==> config.mk <==
export PLATFORM = sky130hd
export DESIGN_NAME = stack_frame_ctrl
export DESIGN_NICKNAME = d
export VERILOG_FILES = /design/src/rtl/stack_frame_ctrl.sv
export SDC_FILE = /design/constraint.sdc
export NUM_CORES = 1
export LEC_CHECK = 0
export ABC_AREA = 1
export BUFFER_PORTS_ARGS = -buffer_cell sky130_fd_sc_hd__buf_4
export CAP_MARGIN = 5
export CORE_UTILIZATION = 45
export CTS_CLUSTER_DIAMETER = 60
export DETAILED_ROUTE_END_ITERATION = 8
export GPL_TIMING_DRIVEN = 0
export PLACE_DENSITY = 0.68
export SLEW_MARGIN = 20
export SYNTH_ARGS = -nofsm -noshare
export SYNTH_HDL_FRONTEND = slang
export SYNTH_SLANG_ARGS = --single-unit
==> constraint.sdc <==
create_clock -name clk_i -period 4.4 [get_ports clk_i]
set_input_delay 0.44 -clock clk_i [delete_from_list [all_inputs] [get_ports clk_i]]
set_output_delay 0.44 -clock clk_i [all_outputs]
set_load 0.02 [all_outputs]
==> src/rtl/stack_frame_ctrl.sv <==
// Call-frame sequencer in front of one SuperStack. Owns the stack's underflow limit
// (the frame base), keeps a small stack of saved frame bases, runs CALL/RET/DROPN
// itself and forwards core stack ops when idle.
module stack_frame_ctrl #(
    parameter int unsigned WIDTH       = 8,
    parameter int unsigned DEPTH       = 1,
    parameter int unsigned FRAMES_LOG2 = 2
) (
    input  logic             clk_i,
    input  logic             rst_ni,
    input  logic             cmd_valid_i,
    input  logic [1:0]       cmd_i,
    input  logic [DEPTH:0]   cmd_arg_i,
    output logic             cmd_ready_o,
    output logic             done_o,
    output logic             err_o,
    output logic [1:0]       err_code_o,
    input  logic [1:0]       core_op_i,
    input  logic [WIDTH-1:0] core_data_i,
    output logic             stk_reset_o,
    output logic [1:0]       stk_op_o,
    output logic [WIDTH-1:0] stk_data_o,
    output logic [DEPTH:0]   stk_underflow_limit_o,
    input  logic [WIDTH-1:0] stk_tos_i,
    input  logic [2:0]       stk_status_i
);

    localparam int unsigned NumFrames = 2 ** FRAMES_LOG2;
    localparam logic [DEPTH:0] Cap = {1'b1, {DEPTH{1'b0}}};
    localparam logic [DEPTH:0] ArgOne = {{DEPTH{1'b0}}, 1'b1};
    localparam logic [FRAMES_LOG2:0] FramesFull = {1'b1, {FRAMES_LOG2{1'b0}}};

    localparam logic [1:0] OpNone    = 2'd0;
    localparam logic [1:0] OpPush    = 2'd1;
    localparam logic [1:0] OpPop     = 2'd2;

    localparam logic [1:0] CmdCall   = 2'd1;
    localparam logic [1:0] CmdRet    = 2'd2;
    localparam logic [1:0] CmdDropn  = 2'd3;
    localparam logic [1:0] CmdNop    = 2'd0;

    localparam logic [1:0] ErrArgs     = 2'd0;
    localparam logic [1:0] ErrFrameOvf = 2'd1;
    localparam logic [1:0] ErrFrameUnf = 2'd2;

    // StUnwind pops down to the frame base, then restores the saved base in the
    // cycle where nothing is left to pop.
    typedef enum logic [2:0] {
        StIdle,
        StPopRes,
        StUnwind,
        StPushRes,
        StDrop
    } state_e;

    state_e                   state_q;
    logic                     stk_reset_q;
    logic [DEPTH:0]           sp_q, sp_d;
    logic [DEPTH:0]           limit_q;
    logic [FRAMES_LOG2:0]     fdepth_q;
    logic [DEPTH:0]           frame_q [NumFrames];
    logic [WIDTH-1:0]         result_q;
    logic                     ret_res_q;
    logic [DEPTH:0]           cnt_q;
    logic                     done_q;
    logic                     err_q;
    logic [1:0]               err_code_q;

    logic [DEPTH:0]           used;
    logic [FRAMES_LOG2-1:0]   fidx;
    logic [FRAMES_LOG2-1:0]   fidx_top;
    logic                     accept;
    logic                     chk_err;
    logic [1:0]               chk_code;
    logic                     unused_status;

    // Status is only there for the core to observe; sequencing never uses it.
    assign unused_status = ^stk_status_i;

    assign used     = sp_q - limit_q;
    assign fidx     = fdepth_q[FRAMES_LOG2-1:0];
    assign fidx_top = fidx - 1'b1;

    assign cmd_ready_o           = (state_q == StIdle) && !stk_reset_q;
    assign accept                = cmd_valid_i && cmd_ready_o && (cmd_i != CmdNop);
    assign done_o                = done_q;
    assign err_o                 = err_q;
    assign err_code_o            = err_code_q;
    assign stk_reset_o           = stk_reset_q;
    assign stk_underflow_limit_o = limit_q;

    // Stack op mux: core ops pass through in IDLE, otherwise the sequencer drives.
    always_comb begin
        stk_op_o   = OpNone;
        stk_data_o = '0;
        case (state_q)
            StIdle: begin
                if (!stk_reset_q) begin
                    stk_op_o   = core_op_i;
                    stk_data_o = core_data_i;
                end
            end
            StPopRes: stk_op_o = OpPop;
            StUnwind: begin
                if (used != '0) begin
                    stk_op_o = OpPop;
                end
            end
            StPushRes: begin
                stk_op_o   = OpPush;
                stk_data_o = result_q;
            end
            StDrop: stk_op_o = OpPop;
            default: ;
        endcase
    end

    // Mirror of the stack pointer, following the same saturation rules as the stack.
    always_comb begin
        sp_d = sp_q;
        case (stk_op_o)
            OpPush: if (sp_q < Cap) sp_d = sp_q + 1'b1;
            OpPop:  if (sp_q > limit_q) sp_d = sp_q - 1'b1;
            default: ;
        endcase
    end

    // Acceptance checks, evaluated against the pre-update sp.
    always_comb begin
        chk_err  = 1'b0;
        chk_code = ErrArgs;
        case (cmd_i)
            CmdCall: begin
                if (used < cmd_arg_i) begin
                    chk_err = 1'b1;
                end else if (fdepth_q == FramesFull) begin
                    chk_err  = 1'b1;
                    chk_code = ErrFrameOvf;
                end
            end
            CmdRet: begin
                if (fdepth_q == '0) begin
                    chk_err  = 1'b1;
                    chk_code = ErrFrameUnf;
                end else if ((cmd_arg_i > ArgOne) || (used < cmd_arg_i)) begin
                    chk_err = 1'b1;
                end
            end
            CmdDropn: begin
                if (used < cmd_arg_i) begin
                    chk_err = 1'b1;
                end
            end
            default: ;
        endcase
    end

    // Frame sequencer with registered status pulses and frame bookkeeping.
    always_ff @(posedge clk_i or negedge rst_ni) begin
        if (!rst_ni) begin
            state_q     <= StIdle;
            stk_reset_q <= 1'b1;
            sp_q        <= '0;
            limit_q     <= '0;
            fdepth_q    <= '0;
            result_q    <= '0;
            ret_res_q   <= 1'b0;
            cnt_q       <= '0;
            done_q      <= 1'b0;
            err_q       <= 1'b0;
            err_code_q  <= ErrArgs;
            for (int i = 0; i < NumFrames; i++) begin
                frame_q[i] <= '0;
            end
        end else begin
            stk_reset_q <= 1'b0;
            sp_q        <= sp_d;
            done_q      <= 1'b0;
            err_q       <= 1'b0;
            err_code_q  <= ErrArgs;
            case (state_q)
                StIdle: begin
                    if (accept) begin
                        if (chk_err) begin
                            err_q      <= 1'b1;
                            err_code_q <= chk_code;
                        end else begin
                            case (cmd_i)
                                CmdCall: begin
                                    frame_q[fidx] <= limit_q;
                                    fdepth_q      <= fdepth_q + 1'b1;
                                    limit_q       <= sp_q - cmd_arg_i;
                                    done_q        <= 1'b1;
                                end
                                CmdRet: begin
                                    ret_res_q <= cmd_arg_i[0];
                                    state_q   <= cmd_arg_i[0] ? StPopRes : StUnwind;
                                end
                                CmdDropn: begin
                                    if (cmd_arg_i == '0) begin
                                        done_q <= 1'b1;
                                    end else begin
                                        cnt_q   <= cmd_arg_i;
                                        state_q <= StDrop;
                                    end
                                end
                                default: ;
                            endcase
                        end
                    end
                end
                StPopRes: begin
                    result_q <= stk_tos_i;
                    state_q  <= StUnwind;
                end
                StUnwind: begin
                    if (used == '0) begin
                        limit_q  <= frame_q[fidx_top];
                        fdepth_q <= fdepth_q - 1'b1;
                        if (ret_res_q) begin
                            state_q <= StPushRes;
                        end else begin
                            state_q <= StIdle;
                            done_q  <= 1'b1;
                        end
                    end
                end
                StPushRes: begin
                    state_q <= StIdle;
                    done_q  <= 1'b1;
                end
                StDrop: begin
                    cnt_q <= cnt_q - 1'b1;
                    if (cnt_q == ArgOne) begin
                        state_q <= StIdle;
                        done_q  <= 1'b1;
                    end
                end
                default: state_q <= StIdle;
            endcase
        end
    end

endmodule

After elaboration in Yosys (flattened, before gate mapping). Cells that the tools add are included.

$add $sub $neg: 8. Equality and inequality tests: 22. Multiplexer cells: 62. $lt $le $gt $ge: 7. Reductions and logical operators: 22. Bitwise logic cells: 3.

Operators with widths (number): 2-bit 2-to-1 mux (21); 3-bit 2-to-1 mux (9); 1-bit 2-to-1 mux (16); 2-bit case mux with 2 select lines (4); 8-bit case mux with 2 select lines (1); 2-bit inequality test (second input constant) (7); 3-bit case mux with 2 select lines (2); 3-bit case mux with 4 select lines (1); 5-bit AND reduction (2); 2-bit nonzero test (5); 8-bit bitwise mux (1); 8-bit 2-to-1 mux (1); 2-bit case mux with 4 select lines (1); 4-bit AND reduction (2); 2-bit by 1-bit == test with 1-bit output (second input constant) (3); 2-bit == test (second input constant) (3); 3-bit by 2-bit == test with 1-bit output (second input constant) (2); 3-bit == test (second input constant) (2); 3-bit greater-or-equal comparator (second input constant) (2); 3-bit logical NOT (2); 2-bit NOT with 3-bit output (2); 6-bit AND reduction (1); 2-bit by 1-bit subtractor with 2-bit output (second input constant) (3); 2-bit binary-select mux with 2-bit select (1); 24 further kinds (30).

Register bits after elaboration: 34. Output and inout port bits: 18. Logic and storage cells: 139.

Longest topological paths before layout. Gate-level depths: netlist (run 1).

Word-level depth: 9. Gate-level depth with buffers: 15. Mapped depth without buffers: 15.

Worst setup path before layout (run 1). No wires, ideal clock.

Kind: register to register. From: reg limit_q[0], in the netlist stk_underflow_limit_o[0]. To: reg frame_q[1] in the netlist's numbering. Setup slack: 2.056 ns. Arrival: 2.277 ns. Clock period less this slack: 2.344 ns. Library setup time: 0.067 ns. Cell stages (with the launch flop): 14. Data required time: 4.333 ns. Path through: dfrtp_1 -> ha_1 -> fa_1 -> inv_1 -> ha_1 -> nand2_1 -> nand2_1 -> nand2_1 -> nand2_1 -> nand2_1 -> nor2_4 -> buf_6 -> nand4_1 -> nand2_1.

Cells in the longest elaborated chain, start to end: 8.

Ends and longest elaborated chain: start, declared (line 59) `logic [DEPTH:0] limit_q;`; start signal, assigned (line 192) `limit_q <= sp_q - cmd_arg_i;`; start signal, assigned (line 218) `limit_q <= frame_q[fidx_top];`; 2-bit subtractor * (line 80) `assign used = sp_q - limit_q;`; 2-bit less-than comparator * (line 134, 145, 150); 1-bit logical OR (line 145) `end else if ((cmd_arg_i > ArgOne) || (used < cmd_arg_i)) begin`; 1-bit 2-to-1 mux (line 145); 1-bit 2-to-1 mux (line 142) `if (fdepth_q == '0) begin`; 1-bit case mux with 3 select lines * (line 132) `case (cmd_i)`; 1-bit NOT (no source line) *; 4-bit AND reduction (no source line) *; end signal, assigned by index (line 190) `frame_q[fidx] <= limit_q;`; end, declared (line 61) `logic [DEPTH:0] frame_q [NumFrames];`.

Mark *: on every way between the ends. The rest lies on a longest branch, timed or not. A chain may end at the register's enable or synchronous reset.

Worst setup path after layout (run 1).
From: reg limit_q[0], in the netlist stk_underflow_limit_o[0]. To: out stk_op_o[1].

Cells in the longest elaborated chain, start to end: 4.

Ends and longest elaborated chain: 2-bit subtractor (line 80); 2-bit nonzero test (line 105) `if (used != '0) begin`; 2-bit 2-to-1 mux (line 105); 2-bit case mux with 4 select lines (line 96) `case (state_q)`; end, declared (line 21) `output logic [1:0] stk_op_o,`.

Every way passes these cells.

==> flow_summary.yaml, run 1 <==
synth:
  synth.distinct_cells: 28
  synth_area_leaders: "dfrtp_1 37%, nand2_1 17%, ha_1 7.3%"
  synth_top_area_share: 0.369
  syn-cell-area_mm2: 0.00224
  synth_seq_cells: 34
  synth-edff-count: 0
  synth_area_leader_cell: "dfrtp_1"
  syn_inst: 306
  ys_seq_area_frac: 0.381
  synth_nets: 349
  ys_warn_count: 0
  synth.avg_cell_area_um2: 7.32
  yosysMostFrequentCell: "nand2_1"
  synthArstFlopShare: 1.00
  synth_top_cells_by_count: "104 x nand2_1, 39 x inv_1, 33 x dfrtp_1, 23 x nand3_1, 21 x o21ai_0"
  synthFlopType: "dfrtp_1"
sta:
  drv_slew: 0
  hold_violations: 0
  finalClockSkew_ps: 5.99
  layout_setup_ws_ps: 1800
  min_period_ps: 2600
  rsz0062_at_grt: "false"
  period_share: 0.590
  finalSetupViolCount: 0
  max_freq_mhz: 385
  final.setup.tns_ps: 0
worst_setup_path:
  cp-start-kind: "flop"
  critPathCaptureType: "output pin"
  critPathKind: "reg2out"
  worstRegToRegCells: 13
  required_ps: 3960
  reg2reg_slack_ps: 1870
  crit_arrival_ps: 2160
  critPathMaxFanout: 9
pwr:
  power_switching_uw: 756
  p_leak_nw: 1.48
  seqPwrFrac: 0.319
  pwr-share-clk: 0.151
  powerDensity_mw_per_mm2: 590
  combPwrFrac: 0.530
  ir_drop_mv: 0.268
  swShare: 0.469
  p_total_mw: 1.61
  p_int_uw: 856
clock_tree:
  ctsLongestPathBuffers: 2
  ctsResizeCount: 0
  cts_buffers: 5
  cts_setup_buffers: 0
  cts.sinks: 34
  clk_latency_ps: 290
  cts_root_buf: "clkbuf_8"
  cts_tree: "built"
  htree_levels: 2
  clkSlewWorstSetupHoldPaths_ps: 70
  cts_hold_buf: 0
min_path:
  min_path_type: "in2async"
layout:
  insertedDiodeCount: 0
  syn_to_final_growth_pct: 22.1
  final_nets: 398
  stdcell_count: 423
  fin_util: 0.575
  drive_gt1_frac: 0.211
floorplanning:
  die_y_um: 72.5
  rows: 25
  ioPinCount: 46
  die_area_mm2: 0.00526
  start_util: 0.471
  design.core.area_mm2: 0.00475
  die_w_um: 72.5
routing:
  vias: 2047
  drc_errors: 0
  ant_nets: 0
  first_pass_iters: 5
  via_per_inst: 4.84
  first_iter_violations: 108
  wl_per_cell_um: 11.9
  drt-total-wl_mm: 5.03
placement:
  dpl.cell_count: 415
  gp_congestion: 0.829
  numPortBuffers: 42
  dp_slack_ps: 1890
  hpwl_mm: 3.76
status:
  run_status: "completed"
grt:
  antenna_found_initial: 0
  grt_pass1_vias: 1814
  grt_max_degree: 35
  grt_overflow_total: 0
  grt_pass1_wl_mm: 8.55
  grt_use_total: 0.217
run:
  cap_violations: 0
final timing paths:
path | startpoint | to
worst max register to register | stk_underflow_limit_o[0] | frame_q[7]
worst min-delay path | rst_ni | frame_q[6]
worst max-delay path | stk_underflow_limit_o[0] | stk_op_o[1]
worst min register to register | cnt_q[1] | cnt_q[1]
min in group clk_i | stk_tos_i[7] | result_q[7]
max in group asynchronous | rst_ni | stk_reset_o
cells by family (layout without fill, tap and decap cells):
family,Yosys count,in the layout,share of synthesized area
AO/OA/AOI/OAI,29,29,0.0660
XOR/XNOR,1,1,0.00391
adder cells (fa/ha/maj),15,15,0.0906
buffers and inverters,51,101,0.0917
flip-flops,34,34,0.381
other,1,1,0.00168
AND/OR/NAND/NOR,175,175,0.366
registers in the layout (all words and copies together) (netlist names), 2 cells and up:
name	flops
err_code_o	2
result_q	8
frame_q	8
fdepth_q	3
stk_underflow_limit_o	2
sp_q	2
state_q	3
cnt_q	2
layer usage:
layer,global-route usage,vias to the layer above,wire [µm]
li1,-,1069,-
met1,0.298,916,2430
met2,0.334,57,2260
met3,0.0500,5,292
met4,0.0784,0,45
met5,0,-,0
power by group through the flow:
stage	clock [mW]	sequential (mW)	combinational, mW
floorplan	0	0.510	0.616
CTS	0.251	0.512	0.858
detailed placement	0	0.518	0.851
global placement	0	0.515	0.839
finish	0.243	0.514	0.855
global route	0.264	0.528	0.975
through the flow:
step | area (µm²) | hold WS [ps]
global placement | 2640 | 416
CTS | 2730 | 98.0
global route | 2730 | 119
detailed placement | 2640 | 421
floorplan | 2240 | 144
finish | 2730 | 88.3
critical path: stages (launching register included):
cell and delay [ps]:
dfrtp_1 480, ha_1 260, fa_1 450, nand2_1 140, nand4_4 190, nand3_4 180, buf_4 160
cells in the final DEF, fill, tap and decap left out, drive strengths merged:
| cell | instances |
|---|---|
| fa | 2 |
| nand3 | 27 |
| nand2 | 108 |
| o21a | 1 |
| conb | 1 |
| a21oi | 4 |
| clkbuf | 7 |
| dfrtp | 33 |
| nor2 | 21 |
| nor3 | 2 |
| clkinv | 3 |
| nand4 | 17 |
| ha | 13 |
| clkinvlp | 1 |
| xor2 | 1 |
| buf | 46 |
| inv | 44 |
| dfstp | 1 |
| o21ai | 24 |
layout make-up:
| class | instances | area (µm²) |
|---|---|---|
| sequential | 34 | 852 |
| buffer | 5 | 32.5 |
| clock buffer | 6 | 82.6 |
| multi-input combinational | 221 | 1180 |
| inverter | 46 | 173 |
| tap | 67 | 83.8 |
| clock inverter | 2 | 12.5 |
| timing repair buffer | 42 | 315 |
| fill | 480 | 2020 |
(Power assumes the default switching activity.)
==> run 2: changes to the inputs <==
==> constraint.sdc (replaced) <==
create_clock -name clk_i -period 2.51 [get_ports clk_i]
set_input_delay 0.251 -clock clk_i [delete_from_list [all_inputs] [get_ports clk_i]]
set_output_delay 0.251 -clock clk_i [all_outputs]
set_load 0.02 [all_outputs]
==> run 2 against run 1 <==
  * Worst setup slack worse by 1800 ps
  * Largest power group unchanged
  * Die area unchanged
  * Critical path depth up 8
  * Wire length rose by 4.3%
  * Sequential share of layout area down 1.2 points
  * Cell area is 4.0% higher
  * Clock-buffer cell count unchanged
  * Critical path type is now reg2reg
  * Core utilization increased by 2.3 points
  * Non-clock buffer count increased by 7
  * Largest cell class unchanged
  * Cell count rose by 1.7%
  * Clock skew grew 1.5 ps
==> flow_summary.yaml, run 2 (synthesis results as in run 1) <==
status:
  run_status: "completed"
pwr:
  ir_drop_mv: 0.545
  p_total_mw: 3.01
  p_leak_nw: 1.51
  powerDensity_mw_per_mm2: 1060
sta:
  hold_violations: 0
  finalClockSkew_ps: 7.52
  finalSetupViolCount: 0
  max_freq_mhz: 405
  drv_slew: 0
  period_share: 0.983
  min_period_ps: 2470
  layout_setup_ws_ps: 43.9
  rsz0062_at_grt: "true"
worst_setup_path:
  crit_arrival_ps: 2700
  cp_num_buf_inv: 3
  cp-start-kind: "flop"
  cp_top_family: "adder cells"
  cp_common_cell: "nand2_2"
  reg2reg_to: "frame_q[5]"
  critPathMaxFanout: 7
  worstRegToRegCells: 14
  required_ps: 2740
  crit_chain: "inv_2 -> ha_4 -> fa_1 -> inv_1 -> ha_1 -> nand2_1 -> nand2_2 -> nand2_2 -> nand2_2 -> nand2_4 -> nor2_4 -> buf_6 -> nand4_1 -> nand2_1"
  crit_cells: 14
  reg2reg_slack_ps: 40
  crit_end: "frame_q[5]"
  critPathCaptureType: "flop"
  r2r-start: "sp_q[0]"
  slowest_stage: "fa_1"
  max_stage_delay_ps: 520
  startpoint: "sp_q[0]"
  critPathKind: "reg2reg"
placement:
  hpwl_mm: 3.76
  dp_slack_ps: 0.181
  numPortBuffers: 42
  gp_congestion: 0.829
clock_tree:
  clkSlewWorstSetupHoldPaths_ps: 70
  clk_latency_ps: 290
  cts_buffers: 5
  ctsLongestPathBuffers: 2
  htree_levels: 2
  cts_root_buf: "clkbuf_8"
  cts_tree: "built"
  cts.sinks: 34
grt:
  grt_pass1_vias: 1814
  grt_pass1_wl_mm: 8.55
  grt_overflow_total: 0
  grt_max_degree: 35
  grt_use_total: 0.217
  antenna_found_initial: 0
floorplanning:
  start_util: 0.471
  rows: 25
  design.core.area_mm2: 0.00475
  die_area_mm2: 0.00526
  die_y_um: 72.5
  die_w_um: 72.5
  ioPinCount: 46
routing:
  first_pass_iters: 7
  ant_nets: 0
  vias: 2105
  route.met2.wl_mm: 2.40
  drt-met1-wl_mm: 2.45
  drt-total-wl_mm: 5.25
  first_iter_violations: 123
  wl_met3_um: 328
  wl_per_cell_um: 12.2
  drc_errors: 0
  highest_layer: "met4"
  via_per_inst: 4.90
layout:
  final_nets: 405
  layout_common_cells: "97 x nand2_1, 48 x buf_4, 38 x inv_1"
  syn_to_final_growth_pct: 27.0
  insertedDiodeCount: 0
  final_common_cell: "nand2_1"
  nFillCells: 468
  drive_gt1_frac: 0.259
  top_regs: "frame_q: 8 flops, result_q: 8 flops"
min_path:
  min_path_type: "in2reg"
run:
  cap_violations: 0
run 2: worst reg2reg max path, cell delays in order, from the launching register on:
cell and delay [ps]:
dfrtp_1 400, inv_2 80, ha_4 160, fa_1 520, inv_1 50, ha_1 260
nand2_1 60, nand2_2 100, nand2_2 60, nand2_2 90, nand2_4 70, nor2_4 240
buf_6 160, nand4_1 70, nand2_1 80
run 2: cell type report:
class | count | area (µm²) | share of cell area
clock buffers | 6 | 82.6 | 0.0290
plain buffers | 5 | 32.5 | 0.0114
flip-flops and latches | 34 | 853 | 0.300
multi-input cells | 221 | 1230 | 0.433
clock inverters | 2 | 12.5 | 0.00440
repair buffers | 49 | 374 | 0.132
well taps | 67 | 83.8 | 0.0295
inverters | 46 | 173 | 0.0607
run 2: per-stage QoR:
stage	std cells	hold slack [ps]	utilization	setup TNS (ps)	instance area, µm²
2_1_floorplan	306	-44.6	-	0	2240
5_1_grt	430	185	0.598	-942	2840
3_3_place_gp	415	227	0.555	0	2640
6_report	430	167	0.598	0	2840
4_1_cts	424	167	0.577	0	2740
3_5_place_dp	415	232	0.555	0	2640
run 2: layer usage:
| metal | track usage | up-vias |
|---|---|---|
| met5 | 0 | - |
| met4 | 0.0784 | 0 |
| met2 | 0.334 | 67 |
| met3 | 0.0500 | 7 |
| li1 | - | 1086 |
| met1 | 0.298 | 945 |
run 2: what timing repair did:
item,4_1_cts,5_1_grt
hold buffers,1,0
endpoints found under the hold margin,33,0
setup buffers,0,5
pin swaps,0,12
endpoints found under the setup margin,8,18
resized for setup,1,16
gates cloned,0,1
run 2: where the power goes:
part / total (mW) / switching, mW / internal [mW]
registers: 0.895 / 0.156 / 0.739
clock network: 0.430 / 0.210 / 0.220
logic: 1.69 / 1.03 / 0.653
total: 3.01 / 1.40 / 1.61
run 2: worst min path at each step:
stage | end | cells past startpoint | from | slack, ps
6_report | result_q[7] | 3 | stk_tos_i[7] | 170
5_1_grt | result_q[3] | 3 | stk_tos_i[3] | 190
4_1_cts | result_q[7] | 3 | stk_tos_i[7] | 170
3_5_place_dp | frame_q[4] | 1 | rst_ni | 230
3_3_place_gp | frame_q[6] | 1 | rst_ni | 230
2_1_floorplan | cnt_q[0] | 0 | rst_ni | -40
==> run 3: changes to the inputs <==
--- a/config.mk
+++ b/config.mk
@@ -12,7 +12,7 @@
 export CTS_CLUSTER_DIAMETER = 60
 export DETAILED_ROUTE_END_ITERATION = 8
 export GPL_TIMING_DRIVEN = 0
-export PLACE_DENSITY = 0.68
+export PLACE_DENSITY = 0.7
 export SLEW_MARGIN = 20
 export SYNTH_ARGS = -nofsm -noshare
 export SYNTH_HDL_FRONTEND = slang
==> run 3 against run 2 <==
  * Sequential share of layout area increased by 0.33 points
  * Total power down 3.0%
  * Die area unchanged
  * Non-clock buffer count is 2 lower
  * Largest cell class unchanged
==> flow_summary.yaml, run 3 (synthesis results as in run 1) <==
grt:
  grt_pass1_wl_mm: 8.18
  grt_overflow_total: 0
  grt_use_total: 0.203
  grt_pass1_vias: 1860
  antenna_found_initial: 0
  grt_max_degree: 35
layout:
  drive_gt1_frac: 0.253
  insertedDiodeCount: 0
  layout_common_cells: "98 x nand2_1, 46 x buf_4, 38 x inv_1"
  fin_util: 0.591
  syn_to_final_growth_pct: 25.6
  stdcell_count: 427
  top_regs: "frame_q: 8 flops, result_q: 8 flops"
  final_common_cell: "nand2_1"
  final_nets: 403
worst_setup_path:
  critPathKind: "reg2reg"
  max_stage_delay_ps: 510
  startpoint: "sp_q[0]"
  cp_num_buf_inv: 3
  required_ps: 2730
  crit_chain: "inv_2 -> ha_4 -> fa_1 -> inv_1 -> ha_1 -> nand2_1 -> nand2_2 -> nand2_1 -> nand2_2 -> nand2_4 -> nor2_4 -> nand2_2 -> nand2_1 -> inv_1 -> nor2_1"
  reg2reg_slack_ps: 70
  cp_top_family: "adder cells"
  crit_arrival_ps: 2660
  cp-start-kind: "flop"
  r2r-start: "sp_q[0]"
  critPathMaxFanout: 7
  slowest_stage: "fa_1"
  critPathCaptureType: "flop"
sta:
  hold_violations: 0
  drv_slew: 0
  layout_setup_ws_ps: 68.4
  fin_hold_ws_ps: 172
  min_period_ps: 2440
  finalClockSkew_ps: 7.65
  rsz0062_at_grt: "true"
  finalSetupViolCount: 0
  max_freq_mhz: 410
  period_share: 0.973
routing:
  vias: 2118
  ant_nets: 0
  drt-met1-wl_mm: 2.44
  first_pass_iters: 4
  highest_layer: "met4"
  wl_met3_um: 265
  drt-total-wl_mm: 5.17
  wl_per_cell_um: 12.1
  drc_errors: 0
  via_per_inst: 4.96
  route.met2.wl_mm: 2.36
  first_iter_violations: 162
placement:
  dp_slack_ps: 20.4
  dpl.cell_count: 415
  gp_congestion: 0.880
  hpwl_mm: 3.76
  numPortBuffers: 42
pwr:
  p_leak_nw: 1.50
  power_switching_mw: 1.37
  combPwrFrac: 0.563
  powerDensity_mw_per_mm2: 1040
  seqPwrFrac: 0.307
  ir_drop_mv: 0.693
  p_total_mw: 2.92
  pwr-share-clk: 0.131
  swShare: 0.470
  p_int_mw: 1.55
run:
  cap_violations: 0
floorplanning:
  rows: 25
  start_util: 0.471
  die_w_um: 72.5
  die_area_mm2: 0.00526
  die_y_um: 72.5
  design.core.area_mm2: 0.00475
  ioPinCount: 46
clock_tree:
  clk_latency_ps: 290
  cts_buffers: 5
  ctsLongestPathBuffers: 2
  cts_tree: "built"
  clkSlewWorstSetupHoldPaths_ps: 70
  htree_levels: 2
  cts_root_buf: "clkbuf_8"
  cts.sinks: 34
min_path:
  min_path_type: "in2reg"
  hp-start: "stk_tos_i[5]"
status:
  run_status: "completed"
-- run 3: changes by cell type in the layout (fill, tap and decap cells not counted), sizes merged --
cell and change:
clkbuf -1, clkinv +1, clkinvlp -1, buf -2
-- run 3: path summary, 6_finish.rpt --
check | endpoint | depth (start not counted)
worst max register to register | ret_res_q | 15
worst min register to register | cnt_q[1] | 2
max in group asynchronous | stk_reset_o | 2
worst max-delay path | ret_res_q | 15
min in group asynchronous | frame_q[2] | 2
worst min-delay path | result_q[5] | 3
-- run 3: what timing repair did --
item | in CTS | in global routing
setup endpoints to repair | 0 | 19
endpoints found under the hold margin | 33 | 0
hold buffers | 1 | 0
setup buffers | 0 | 3
gates resized for setup | 0 | 17
-- run 3: cell type report --
class                           count  area [µm²]
Sequential cell                    34         853
Clock inverter                      2        10.0
Buffer                              5        32.5
Fill cell                         440        1940
Tap cell                           67        83.8
Timing Repair Buffer               47         359
Multi-Input combinational cell    221        1230
Clock buffer                        5        68.8
Inverter                           46         173
-- run 3: power groups by stage --
stage          sequential [mW]  combinational (mW)  clock (mW)
6_report                 0.895                1.64       0.382
5_1_grt                  0.918                1.84       0.411
4_1_cts                  0.895                1.50       0.391
3_5_place_dp             0.905                1.49           0
3_3_place_gp             0.901                1.47           0
2_1_floorplan            0.894                1.08           0
-- run 3: worst reg2reg max path, stage by stage, from the launching register on --
cell	delay (ps)
dfrtp_1	400
inv_2	80
ha_4	160
fa_1	510
inv_1	40
ha_1	260
nand2_1	50
nand2_2	90
nand2_1	70
nand2_2	90
nand2_4	60
nor2_4	250
nand2_2	110
nand2_1	90
inv_1	50
nor2_1	80
-- run 3: per-layer routing --
metal / up-vias / global-route usage
met2: 68 / 0.323
met1: 959 / 0.270
li1: 1081 / -
met4: 0 / 0.0893
met3: 10 / 0.0375
met5: - / 0
-- run 3: per-stage QoR --
stage	area (µm²)	TNS [ps]
3_5_place_dp	2640	0
4_1_cts	2730	0
6_report	2810	0
2_1_floorplan	2240	0
5_1_grt	2810	-550
3_3_place_gp	2640	0
